`config.mk`:
```
export PLATFORM = sky130hd
export DESIGN_NAME = key_debounce_module
export DESIGN_NICKNAME = d
export VERILOG_FILES = /design/src/rtl/key_debounce_module_pkg.sv /design/src/rtl/key_sync_module.sv /design/src/rtl/key_debounce_module.sv
export SDC_FILE = /design/constraint.sdc
export NUM_CORES = 1
export LEC_CHECK = 0
export CAP_MARGIN = 10
export CORE_MARGIN = 4
export CORE_UTILIZATION = 47
export CTS_BUF_LIST = sky130_fd_sc_hd__clkbuf_8 sky130_fd_sc_hd__clkbuf_16
export CTS_CLUSTER_SIZE = 28
export DETAILED_ROUTE_END_ITERATION = 8
export GPL_TIMING_DRIVEN = 0
export MAX_ROUTING_LAYER = met4
export PLACE_DENSITY = 0.72
export SYNTH_ARGS = -nofsm -noshare
export SYNTH_HDL_FRONTEND = slang
export SYNTH_SLANG_ARGS = --single-unit
```
`constraint.sdc`:
```
create_clock -name CLK -period 2.9 [get_ports CLK]
set_input_delay 0.58 -clock CLK [delete_from_list [all_inputs] [get_ports CLK]]
set_output_delay 0.58 -clock CLK [all_outputs]
set_load 0.02 [all_outputs]
```
`src/rtl/key_debounce_module_pkg.sv`:
```
// Shared types and default timing constants for the key debounce block.
// Holds the debounce FSM state encoding and the project-wide default cycle
// counts, so the LED modules and future key instances share one source.
package key_debounce_module_pkg;

   // Default timing constants (cycles of the system clock)
   localparam int unsigned KEY_DEBOUNCE_CYCLES_DEF = 1_000_000;
   localparam int unsigned KEY_LONG_CYCLES_DEF     = 50_000_000;
   localparam int unsigned KEY_CNT_W_DEF           = 32;

   // Debounce FSM states
   typedef enum logic [1:0] {
      ST_IDLE        = 2'd0,
      ST_PRESS_CHK   = 2'd1,
      ST_HELD        = 2'd2,
      ST_RELEASE_CHK = 2'd3
   } key_state_e;

endpackage : key_debounce_module_pkg

```
`src/rtl/key_sync_module.sv`:
```
// Two-flop synchroniser for an asynchronous, active-low key pin.
// Both flops reset to 1 so a reset looks like "released" downstream.
// Ports:
//   clk      in  system clock, rising edge
//   rst_n    in  asynchronous active-low reset
//   key_raw  in  raw pin, asynchronous to clk
//   key_sync out synchronised pin level (second flop)
module key_sync_module (
   input  logic clk,
   input  logic rst_n,
   input  logic key_raw,
   output logic key_sync
);

   logic s1;

   // Metastability filter chain
   always_ff @(posedge clk or negedge rst_n) begin
      if (!rst_n) begin
         s1       <= 1'b1;
         key_sync <= 1'b1;
      end else begin
         s1       <= key_raw;
         key_sync <= s1;
      end
   end

endmodule : key_sync_module

```
`src/rtl/key_debounce_module.sv`:
```
// Push-button debouncer: turns one raw, active-low, bouncing key pin into a
// stable pressed level plus one-cycle press, release and long-press pulses.
// Ports:
//   CLK          in  system clock, rising edge
//   RSTn         in  asynchronous active-low reset
//   KEY_In       in  raw key pin, 0 = pressed, asynchronous to CLK
//   KEY_Level    out debounced level, 1 = pressed
//   KEY_Press    out one-cycle pulse on an accepted press
//   KEY_Release  out one-cycle pulse on an accepted release
//   KEY_Long     out one-cycle pulse, once per press, after LONG_CYCLES held
module key_debounce_module
   import key_debounce_module_pkg::*;
#(
   parameter int unsigned DEBOUNCE_CYCLES = KEY_DEBOUNCE_CYCLES_DEF,
   parameter int unsigned LONG_CYCLES     = KEY_LONG_CYCLES_DEF,
   parameter int unsigned CNT_W           = KEY_CNT_W_DEF
) (
   input  logic CLK,
   input  logic RSTn,
   input  logic KEY_In,
   output logic KEY_Level,
   output logic KEY_Press,
   output logic KEY_Release,
   output logic KEY_Long
);

   localparam logic [CNT_W-1:0] DCNT_LAST = CNT_W'(DEBOUNCE_CYCLES - 1);
   localparam logic [CNT_W-1:0] LCNT_LAST = CNT_W'(LONG_CYCLES - 1);

   logic             k;
   key_state_e       state, state_nxt;
   logic [CNT_W-1:0] dcnt, dcnt_nxt;
   logic [CNT_W-1:0] lcnt, lcnt_nxt;
   logic [CNT_W-1:0] lcnt_sat;
   logic             long_done, long_done_nxt;
   logic             long_hit;
   logic             level_nxt, press_nxt, release_nxt, long_nxt;

   // Pin synchroniser; only its output is used below
   key_sync_module u_sync (
      .clk      (CLK),
      .rst_n    (RSTn),
      .key_raw  (KEY_In),
      .key_sync (k)
   );

   // Long-press counter step, saturating so it never wraps
   assign lcnt_sat = (lcnt == LCNT_LAST) ? lcnt : lcnt + CNT_W'(1);
   assign long_hit = (lcnt_sat == LCNT_LAST) && !long_done;

   // State and counter registers
   always_ff @(posedge CLK or negedge RSTn) begin
      if (!RSTn) begin
         state     <= ST_IDLE;
         dcnt      <= '0;
         lcnt      <= '0;
         long_done <= 1'b0;
      end else begin
         state     <= state_nxt;
         dcnt      <= dcnt_nxt;
         lcnt      <= lcnt_nxt;
         long_done <= long_done_nxt;
      end
   end

   // Registered outputs
   always_ff @(posedge CLK or negedge RSTn) begin
      if (!RSTn) begin
         KEY_Level   <= 1'b0;
         KEY_Press   <= 1'b0;
         KEY_Release <= 1'b0;
         KEY_Long    <= 1'b0;
      end else begin
         KEY_Level   <= level_nxt;
         KEY_Press   <= press_nxt;
         KEY_Release <= release_nxt;
         KEY_Long    <= long_nxt;
      end
   end

   // Next-state and pulse decode
   always_comb begin
      state_nxt     = state;
      dcnt_nxt      = dcnt;
      lcnt_nxt      = lcnt;
      long_done_nxt = long_done;
      level_nxt     = KEY_Level;
      press_nxt     = 1'b0;
      release_nxt   = 1'b0;
      long_nxt      = 1'b0;

      case (state)
         ST_IDLE: begin
            dcnt_nxt = '0;
            if (!k) begin
               state_nxt = ST_PRESS_CHK;
            end
         end

         ST_PRESS_CHK: begin
            if (k) begin
               state_nxt = ST_IDLE;
               dcnt_nxt  = '0;
            end else if (dcnt == DCNT_LAST) begin
               state_nxt     = ST_HELD;
               dcnt_nxt      = '0;
               lcnt_nxt      = '0;
               long_done_nxt = 1'b0;
               press_nxt     = 1'b1;
               level_nxt     = 1'b1;
            end else begin
               dcnt_nxt = dcnt + CNT_W'(1);
            end
         end

         ST_HELD: begin
            lcnt_nxt = lcnt_sat;
            if (long_hit) begin
               long_nxt      = 1'b1;
               long_done_nxt = 1'b1;
            end
            if (k) begin
               state_nxt = ST_RELEASE_CHK;
               dcnt_nxt  = '0;
            end
         end

         ST_RELEASE_CHK: begin
            if (k && (dcnt == DCNT_LAST)) begin
               // Release wins; a long pulse may not follow or coincide with it
               state_nxt   = ST_IDLE;
               dcnt_nxt    = '0;
               release_nxt = 1'b1;
               level_nxt   = 1'b0;
            end else begin
               lcnt_nxt = lcnt_sat;
               if (long_hit) begin
                  long_nxt      = 1'b1;
                  long_done_nxt = 1'b1;
               end
               if (!k) begin
                  state_nxt = ST_HELD;
               end else begin
                  dcnt_nxt = dcnt + CNT_W'(1);
               end
            end
         end

         default: begin
            state_nxt = ST_IDLE;
            dcnt_nxt  = '0;
         end
      endcase
   end

endmodule : key_debounce_module
```
Word level (Yosys, flattened, before mapping)
Cells that the tools add are included.
{"block": "classes", "muxes": 35, "n_reduce_logical": 10, "addsub": 2, "n_eq_ne": 15}
{"operator": "$mux W32", "count": 9}
{"operator": "$pmux W32 S4", "count": 1}
{"operator": "$pmux W32 S3", "count": 1}
{"operator": "$add A32 B1 Y32 const B", "count": 2}
{"operator": "$eq A32 B26 Y1 const B", "count": 2}
{"operator": "$eq A32 B20 Y1 const B", "count": 1}
{"operator": "$mux W1", "count": 14}
{"operator": "$mux W2", "count": 6}
{"operator": "$reduce_and A4 Y1", "count": 3}
{"operator": "$ne A2 B2 Y1 const B", "count": 5}
{"operator": "$pmux W2 S4", "count": 1}
{"operator": "$ne A3 B2 Y1 const B", "count": 2}
{"operator": "$eq A2 B2 Y1 const B", "count": 2}
{"operator": "$pmux W1 S2", "count": 2}
{"operator": "$ne A3 B3 Y1 const B", "count": 1}
{"operator": "$pmux W1 S3", "count": 1}
{"operator": "$reduce_bool A3 Y1", "count": 1}
{"operator": "$eq A2 B1 Y1 const B", "count": 1}
{"operator": "$logic_and A1 B1 Y1", "count": 2}
{"operator": "$logic_not A2 Y1", "count": 1}
{"operator": "$ne A2 B1 Y1 const B", "count": 1}
{"operator": "$reduce_and A2 Y1", "count": 1}
{"operator": "$reduce_bool A2 Y1", "count": 1}
{"operator": "$logic_not A1 Y1", "count": 1}
{"block": "word_totals", "wordCells": 72, "inputBits": 3, "ff_bits": 73, "output_inout_bits": 4}

Logic depth before layout (Yosys ltp)
Gate-level depths: netlist of run 1.
{"block": "logic_depth", "word_depth": 7, "depth_mapped": 10, "depth_no_buf": 8}

Modules after synthesis
Synthesis of run 1 repeated with hierarchy kept, for this count alone.
{"block": "unflattened", "hier_cells": 501, "area_unflattened_um2": 4347.9}
{"mod": "key_debounce_module", "area_per_inst_um2": 4295.4, "n_inst": 1, "cells_each": 499}
{"mod": "key_sync_module", "area_per_inst_um2": 52.6, "n_inst": 1, "cells_each": 2}

Worst setup path before layout of run 1
No wires, ideal clock.
{"block": "synth_path", "path_type": "register to register", "from": "register lcnt[0]", "to": "register KEY_Long", "synth_period_minus_slack_ns": 2.848, "slack_ns": 0.052, "arrival_time_ns": 2.767, "required_time_ns": 2.820, "path_stages_with_launch": 11, "n_path_buf": 2, "path_cell_list": "dfrtp_1 > ha_1 > clkbuf_1 > nand4_1 > clkbuf_1 > nor4_1 > xnor2_1 > nand3_1 > or4_1 > a2111o_1 > nor3_2"}
{"block": "synth_between", "elab_chain_cells": 7}
{"element": "start, declared", "line_no": "key_debounce_module.sv:33", "rtl": "logic [CNT_W-1:0] lcnt, lcnt_nxt;"}
{"element": "start signal, assigned", "line_no": "key_debounce_module.sv:61", "rtl": "lcnt <= lcnt_nxt;"}
{"element": "$add A32 B1 Y32 or $eq A32 B26 Y1 (tied branches)", "line_no": "key_debounce_module.sv:48", "rtl": "assign lcnt_sat = (lcnt == LCNT_LAST) ? lcnt : lcnt + CNT_W'(1);"}
{"element": "$mux W32 *", "line_no": "key_debounce_module.sv:48"}
{"element": "$eq A32 B26 Y1 *", "line_no": "key_debounce_module.sv:49", "rtl": "assign long_hit = (lcnt_sat == LCNT_LAST) && !long_done;"}
{"element": "$logic_and A1 B1 Y1 *", "line_no": "key_debounce_module.sv:49"}
{"element": "$mux W1 *", "line_no": "key_debounce_module.sv:118, key_debounce_module.sv:137"}
{"element": "$mux W1", "line_no": "key_debounce_module.sv:129", "rtl": "if (k && (dcnt == DCNT_LAST)) begin"}
{"element": "$pmux W1 S2 *", "line_no": "key_debounce_module.sv:92", "rtl": "case (state)"}
{"element": "via long_nxt", "line_no": "key_debounce_module.sv:37", "rtl": "logic level_nxt, press_nxt, release_nxt, long_nxt;"}
{"element": "end signal, assigned", "line_no": "key_debounce_module.sv:77", "rtl": "KEY_Long <= long_nxt;"}
{"element": "end, declared", "line_no": "key_debounce_module.sv:24", "rtl": "output logic KEY_Long"}
The timed path passes the listed nets; every way through them passes the cells marked *.
A chain may end at the register's enable or synchronous reset.

Final worst setup path of run 1
{"block": "layout_path", "from": "register lcnt[10]", "to": "register KEY_Long"}
The elaborated chain is that of the path after synthesis.

==> results of run 1 <==
-- per-layer routing --
metal,vias up,GRT usage (%),share of wire (%)
met4,0,8.073,1.6
met1,1846,28.44,46
met3,17,3.959,6.9
met5,-,-,0
li1,1798,-,-
met2,150,31.54,46
-- what timing repair did --
action | CTS | global route
setup buffers | 0 | 8
hold endpoints to repair | 0 | 0
pin swaps | 0 | 8
endpoints found under the setup margin | 47 | 56
resized for setup | 8 | 30
-- cell type report --
class	instances	area [sq um]
Fill cell	768	3902
Multi-Input combinational cell	380	2306
Sequential cell	73	1834
Clock buffer	11	151.4
Tap cell	108	135.1
Timing Repair Buffer	14	117.6
Buffer	18	92.59
Clock inverter	5	62.56
Inverter	9	33.78
-- kinds of logic (layout without fill, tap and decap cells) --
kind of cell / Yosys count / after routing / synth area share [%]
multiplexers: 4 / 4 / 0.9653
buffers and inverters: 30 / 57 / 2.986
AO/OA/AOI/OAI: 102 / 102 / 14.57
adder cells (fa/ha/maj): 3 / 3 / 0.8446
flip-flops: 73 / 73 / 44.10
AND/OR/NAND/NOR: 238 / 238 / 29.56
XOR/XNOR: 33 / 33 / 6.968
-- placed cells by master (no fill, tap or decap), drive strengths merged, types with 2 or more instances in the layout --
cell type      Yosys  routed
a21oi             25      25
nand2             45      45
ha                 2       2
or4                3       3
nand4              9       9
nor2              57      57
a31oi             12      12
o21ai             40      40
clkdlybuf4s50      0       5
inv                9      10
nor3b              3       3
a31o               2       2
nor3              17      17
nand3             41      41
buf                3      12
nand4b             2       2
nor2b              2       2
o41ai              3       3
or4b               2       2
clkbuf            18      26
a41oi              2       2
dfrtp             71      71
o31ai             10      10
and4               7       7
nand2b             8       8
xor2              16      16
clkinvlp           0       2
or2                3       3
o22ai              3       3
and2               7       7
nor4b              3       3
nor4              14      14
nand3b             2       2
and3              12      12
mux2i              4       4
xnor2             17      17
dfstp              2       2
-- how the worst max path moves through the flow --
| stage | start | endpoint | slack [ns] | cells past startpoint |
|---|---|---|---|---|
| after floorplan | lcnt[0] | KEY_Long | 0.05 | 10 |
| after global placement | RSTn | lcnt[29] | -1.21 | 1 |
| after detailed placement | lcnt[0] | KEY_Long | -0.34 | 10 |
| after CTS | lcnt[9] | KEY_Long | 0.004 | 9 |
| after global routing | lcnt[12] | KEY_Long | -0.04 | 9 |
| final | lcnt[10] | KEY_Long | 0.09 | 8 |
-- where the power goes --
part	internal (mW)	switching, mW	leakage [nW]
sequential	1.02	0.00487	1.00
combinational	0.00927	0.0339	0.773
clock	0.449	0.417	0.102
==> impl_metrics.ini, run 1 <==
[yosys]
syn_avg_cell_area_sq_um = 8.587
yosysTopAreaCellShare_pct = 42.84
synth_cell_type_count = 47
synth_top_flop_cell = dfrtp_1
syn_area_sq_um = 4148
synthTopCellsByArea = dfrtp_1 (43%), nor2_1 (5.2%), nand3_1 (4.9%), o21ai_0 (4.7%), nand2_1 (4.1%)
async_flop_share_pct = 100.0
syn_inst = 483
synth-seq-cells = 73
yosysMostFrequentCell = dfrtp_1
synth.largest_area_cell = dfrtp_1
ys_seq_area_share_pct = 44.10
synth_edf_count = 0
synth_common_cells = dfrtp_1 (71), nor2_1 (57), nand2_1 (45)
synth_nets = 488
yosys_warnings = 0

[timing]
drv_slew = 0
setup_viol_count_final = 0
fmax_mhz = 355.9
finalHoldViolations = 0
max_slew_margin_pct = 40.32
tightest_slew_ns = 0.8952
post-route-period-util_pct = 96.90
fin_ws_ns = 0.08993
rsz0062_at_grt = true
hold_ws_ns = 0.3522
tns_ns = 0
clock_skew_ns = 0.008727
fin_crit_ns = 2.810

[routing]
drc = 0
drt-total-wl_um = 10260
drt_iter0_drc = 295
wl_per_cell_um = 16.60
vias_per_cell = 6.167
vias = 3811
antenna_left = 0
firstDrtPassIters = 5

[clock_tree]
clockBufferDepth = 2
numCtsBuffers = 9
clock-sinks = 73
cts_htree_levels = 3
clock-root-buffer = clkbuf_8
tritoncts = done
cts_hold_buf = 0
path_clk_slew_ns = 0.09
clock_latency_ns = 0.36

[worst_setup_path]
cpMaxStageDelayCell = or4b_1
crit_type = reg2reg
crit_fanout = 6
crit_required_ns = 3.18
critical-path-max-stage-delay_ns = 0.54
rr_worst_depth = 8
rrSetupSlack_ns = 0.09
r2r_end = KEY_Long
critPathLaunchType = flop
r2r_start = lcnt[10]
critPathCaptureType = flop
critical-path-top-delay-family = simple AND/OR/NAND/NOR gates
path_cells = or4b_1 -> nor4_2 -> and4_1 -> buf_6 -> nor2_2 -> or4_1 -> a2111o_1 -> nor3_2
crit_buf_inv = 1
cp_data_arrival_time_ns = 3.09

[worst_hold_path]
hp-class = in2async

[grt]
grt_overflow = 0
grt_max_degree = 74
grt_pass1_vias = 3603
grt_first_pass_wirelength_um = 17000
antenna_found_initial = 0
grt_usage_pct = 21.05

[placement]
preCtsSetupSlack_ns = -0.3422
port-buffer-count = 6
place_area_sq_um = 4340
dp_hpwl_um = 6858
gp_congestion = 0.9397
place_inst = 597

[cells_and_area]
final_nets = 510
reg_top3 = dcnt: 32 flops, lcnt: 32 flops, state: 2 flops
utilization_pct = 54.81
fin_cells = 618
fin_area_sq_um = 4733
drive_gt1_share_pct = 12.35
antenna_cells = 0
area_growth_syn_to_layout_pct = 14.12

[die]
io_pins = 7
die_w_um = 101.9
start_util_pct = 48.03
dieArea_sq_um = 10390
core_area_sq_um = 8636
die_h_um = 101.9
rows = 34

[job]
max-cap-violations = 0

[power_and_ir_drop]
pwr_density_cell_nw_per_um2 = 409.2
power_leakage_nw = 1.879
power.total_mw = 1.937
ir_drop_uv = 220.9

[outcome]
status = completed
Power figures use the tool's default switching activity.
==> run 2: changes to the inputs <==
--- a/config.mk
+++ b/config.mk
@@ -7,13 +7,13 @@
 export LEC_CHECK = 0
 export CAP_MARGIN = 10
 export CORE_MARGIN = 4
-export CORE_UTILIZATION = 47
+export CORE_UTILIZATION = 55
 export CTS_BUF_LIST = sky130_fd_sc_hd__clkbuf_8 sky130_fd_sc_hd__clkbuf_16
 export CTS_CLUSTER_SIZE = 28
 export DETAILED_ROUTE_END_ITERATION = 8
 export GPL_TIMING_DRIVEN = 0
 export MAX_ROUTING_LAYER = met4
-export PLACE_DENSITY = 0.72
+export PLACE_DENSITY = 0.81
 export SYNTH_ARGS = -nofsm -noshare
 export SYNTH_HDL_FRONTEND = slang
 export SYNTH_SLANG_ARGS = --single-unit
==> run 2 against run 1 <==
The flow now finishes with violations (setup timing). Maximum frequency decreased by 5.7%. Critical path depth increased by 10. Flip-flop and latch count unchanged. Count of clock-buffer cells in the layout decreased by 2. Critical endpoint is now lcnt[6]. Sequential share of layout area decreased by 0.69 points. Register-to-register slack got worse by 0.17 ns. Critical path type unchanged. Non-clock buffer count increased by 11. Setup slack got worse by 0.17 ns. Largest power group unchanged. Routed wire length increased by 6.4%. Hold slack got worse by 0.029 ns. Highest routed layer unchanged. Via count increased by 4.9%.
==> impl_metrics.ini, run 2 (synthesis results as in run 1) <==
[placement]
dp_hpwl_um = 6873
gp_congestion = 0.9515
port-buffer-count = 6
place_area_sq_um = 4329
place_inst = 588
preCtsSetupSlack_ns = -0.3530

[power_and_ir_drop]
power_leakage_nw = 1.937
power.total_mw = 1.992
ir_drop_uv = 209.7
pwr_density_cell_nw_per_um2 = 412.7

[cells_and_area]
drive_gt1_share_pct = 14.59
final_common_cell = dfrtp_1
fin_area_sq_um = 4826
area_growth_syn_to_layout_pct = 16.35
utilization_pct = 66.18
final_nets = 521
antenna_cells = 0
fin_cells = 620
reg_top3 = dcnt: 32 flops, lcnt: 32 flops, state: 2 flops
final_cell_mix = dfrtp_1 (65), nor2_1 (57), nand2_1 (45), nand3_1 (40), o21ai_0 (39)

[timing]
tightest_slew_ns = 0.8899
max_slew_margin_pct = 40.68
fin_crit_ns = 2.981
hold_ws_ns = 0.3227
tns_ns = -0.08120
fin_ws_ns = -0.08120
drv_slew = 0
fmax_mhz = 335.4
finalHoldViolations = 0
rsz0062_at_grt = true
clock_skew_ns = 0.008939
post-route-period-util_pct = 102.8
setup_viol_count_final = 1

[routing]
vias_per_cell = 6.448
drt_iter0_drc = 523
drt-total-wl_um = 10910
drc = 0
firstDrtPassIters = 5
vias = 3998
wl_per_cell_um = 17.60
antenna_left = 0

[outcome]
status = complete, but fails checks
violations = setup timing

[die]
start_util_pct = 56.88
die_h_um = 94.84
rows = 31
io_pins = 7
core_area_sq_um = 7292
die_w_um = 94.84
dieArea_sq_um = 8995

[clock_tree]
cts_hold_buf = 0
numCtsBuffers = 9
tritoncts = done
cts_htree_levels = 3
clock-root-buffer = clkbuf_8
clockBufferDepth = 2
path_clk_slew_ns = 0.09
clock-sinks = 73
clock_latency_ns = 0.37

[grt]
grt_usage_pct = 25.53
grt_max_degree = 74
grt_overflow = 0
grt_first_pass_wirelength_um = 17500
antenna_found_initial = 0
grt_pass1_vias = 3628

[worst_setup_path]
critPathLaunchType = flop
critPathCaptureType = flop
crit_required_ns = 3.20
crit_type = reg2reg
cp_data_arrival_time_ns = 3.28
crit_fanout = 3

[job]
max-cap-violations = 0

[worst_hold_path]
hp-class = in2async
-- run 2: cell types whose count changed in the layout (fill, tap and decap cells not counted), sizes merged --
cell / previous run / this run
bufinv: 1 / 2
inv: 10 / 12
clkbuf: 26 / 23
clkinv: 1 / 0
buf: 12 / 24
-- run 2: what timing repair did --
action	CTS	global route
setup buffers	12	7
gates cloned	0	0
pin swaps	2	4
setup endpoints to repair	41	54
gates resized for setup	9	31
-- run 2: critical path, cell delays in order, from the launching register on --
cell,delay (ns)
dfrtp_2,0.43
or4b_4,0.56
nor4_4,0.32
buf_4,0.16
buf_4,0.09
buf_4,0.09
buf_4,0.09
buf_4,0.09
buf_4,0.09
buf_4,0.10
buf_4,0.10
buf_4,0.10
buf_4,0.09
buf_4,0.09
buf_4,0.09
nand3_1,0.10
a21oi_2,0.17
nor2_1,0.05
nor2_1,0.10
-- run 2: where the power goes --
group | switching (mW) | internal, mW
logic | 0.0342 | 0.00922
clock network | 0.427 | 0.493
registers | 0.00509 | 1.02
total | 0.466 | 1.53
-- run 2: routing by layer --
layer | part of all wire [%] | track usage, %
met5 | 0 | -
met2 | 45 | 35.53
met3 | 8.4 | 4.064
met1 | 44 | 36.25
met4 | 2.8 | 12.14
-- run 2: path summary, 6_finish.rpt --
kind | start | endpoint | slack, ns | depth (start not counted)
setup / recovery | lcnt[9] | lcnt[6] | -0.08 | 18
hold / removal | RSTn | dcnt[4] | 0.32 | 1
setup reg to reg | lcnt[9] | lcnt[6] | -0.08 | 18
hold reg to reg | u_sync.s1 | u_sync.key_sync | 0.35 | 0
max in group asynchronous | RSTn | lcnt[10] | 1.93 | 1
min in group CLK | u_sync.s1 | u_sync.key_sync | 0.35 | 0
-- run 2: area by class of cell --
class,count,area (sq um)
fillers,582,2466
multi-input cells,380,2318
flip-flops and latches,73,1837
repair buffers,25,200.2
clock buffers,9,123.9
well taps,99,123.9
clock inverters,7,101.3
plain buffers,18,87.58
inverters,9,33.78
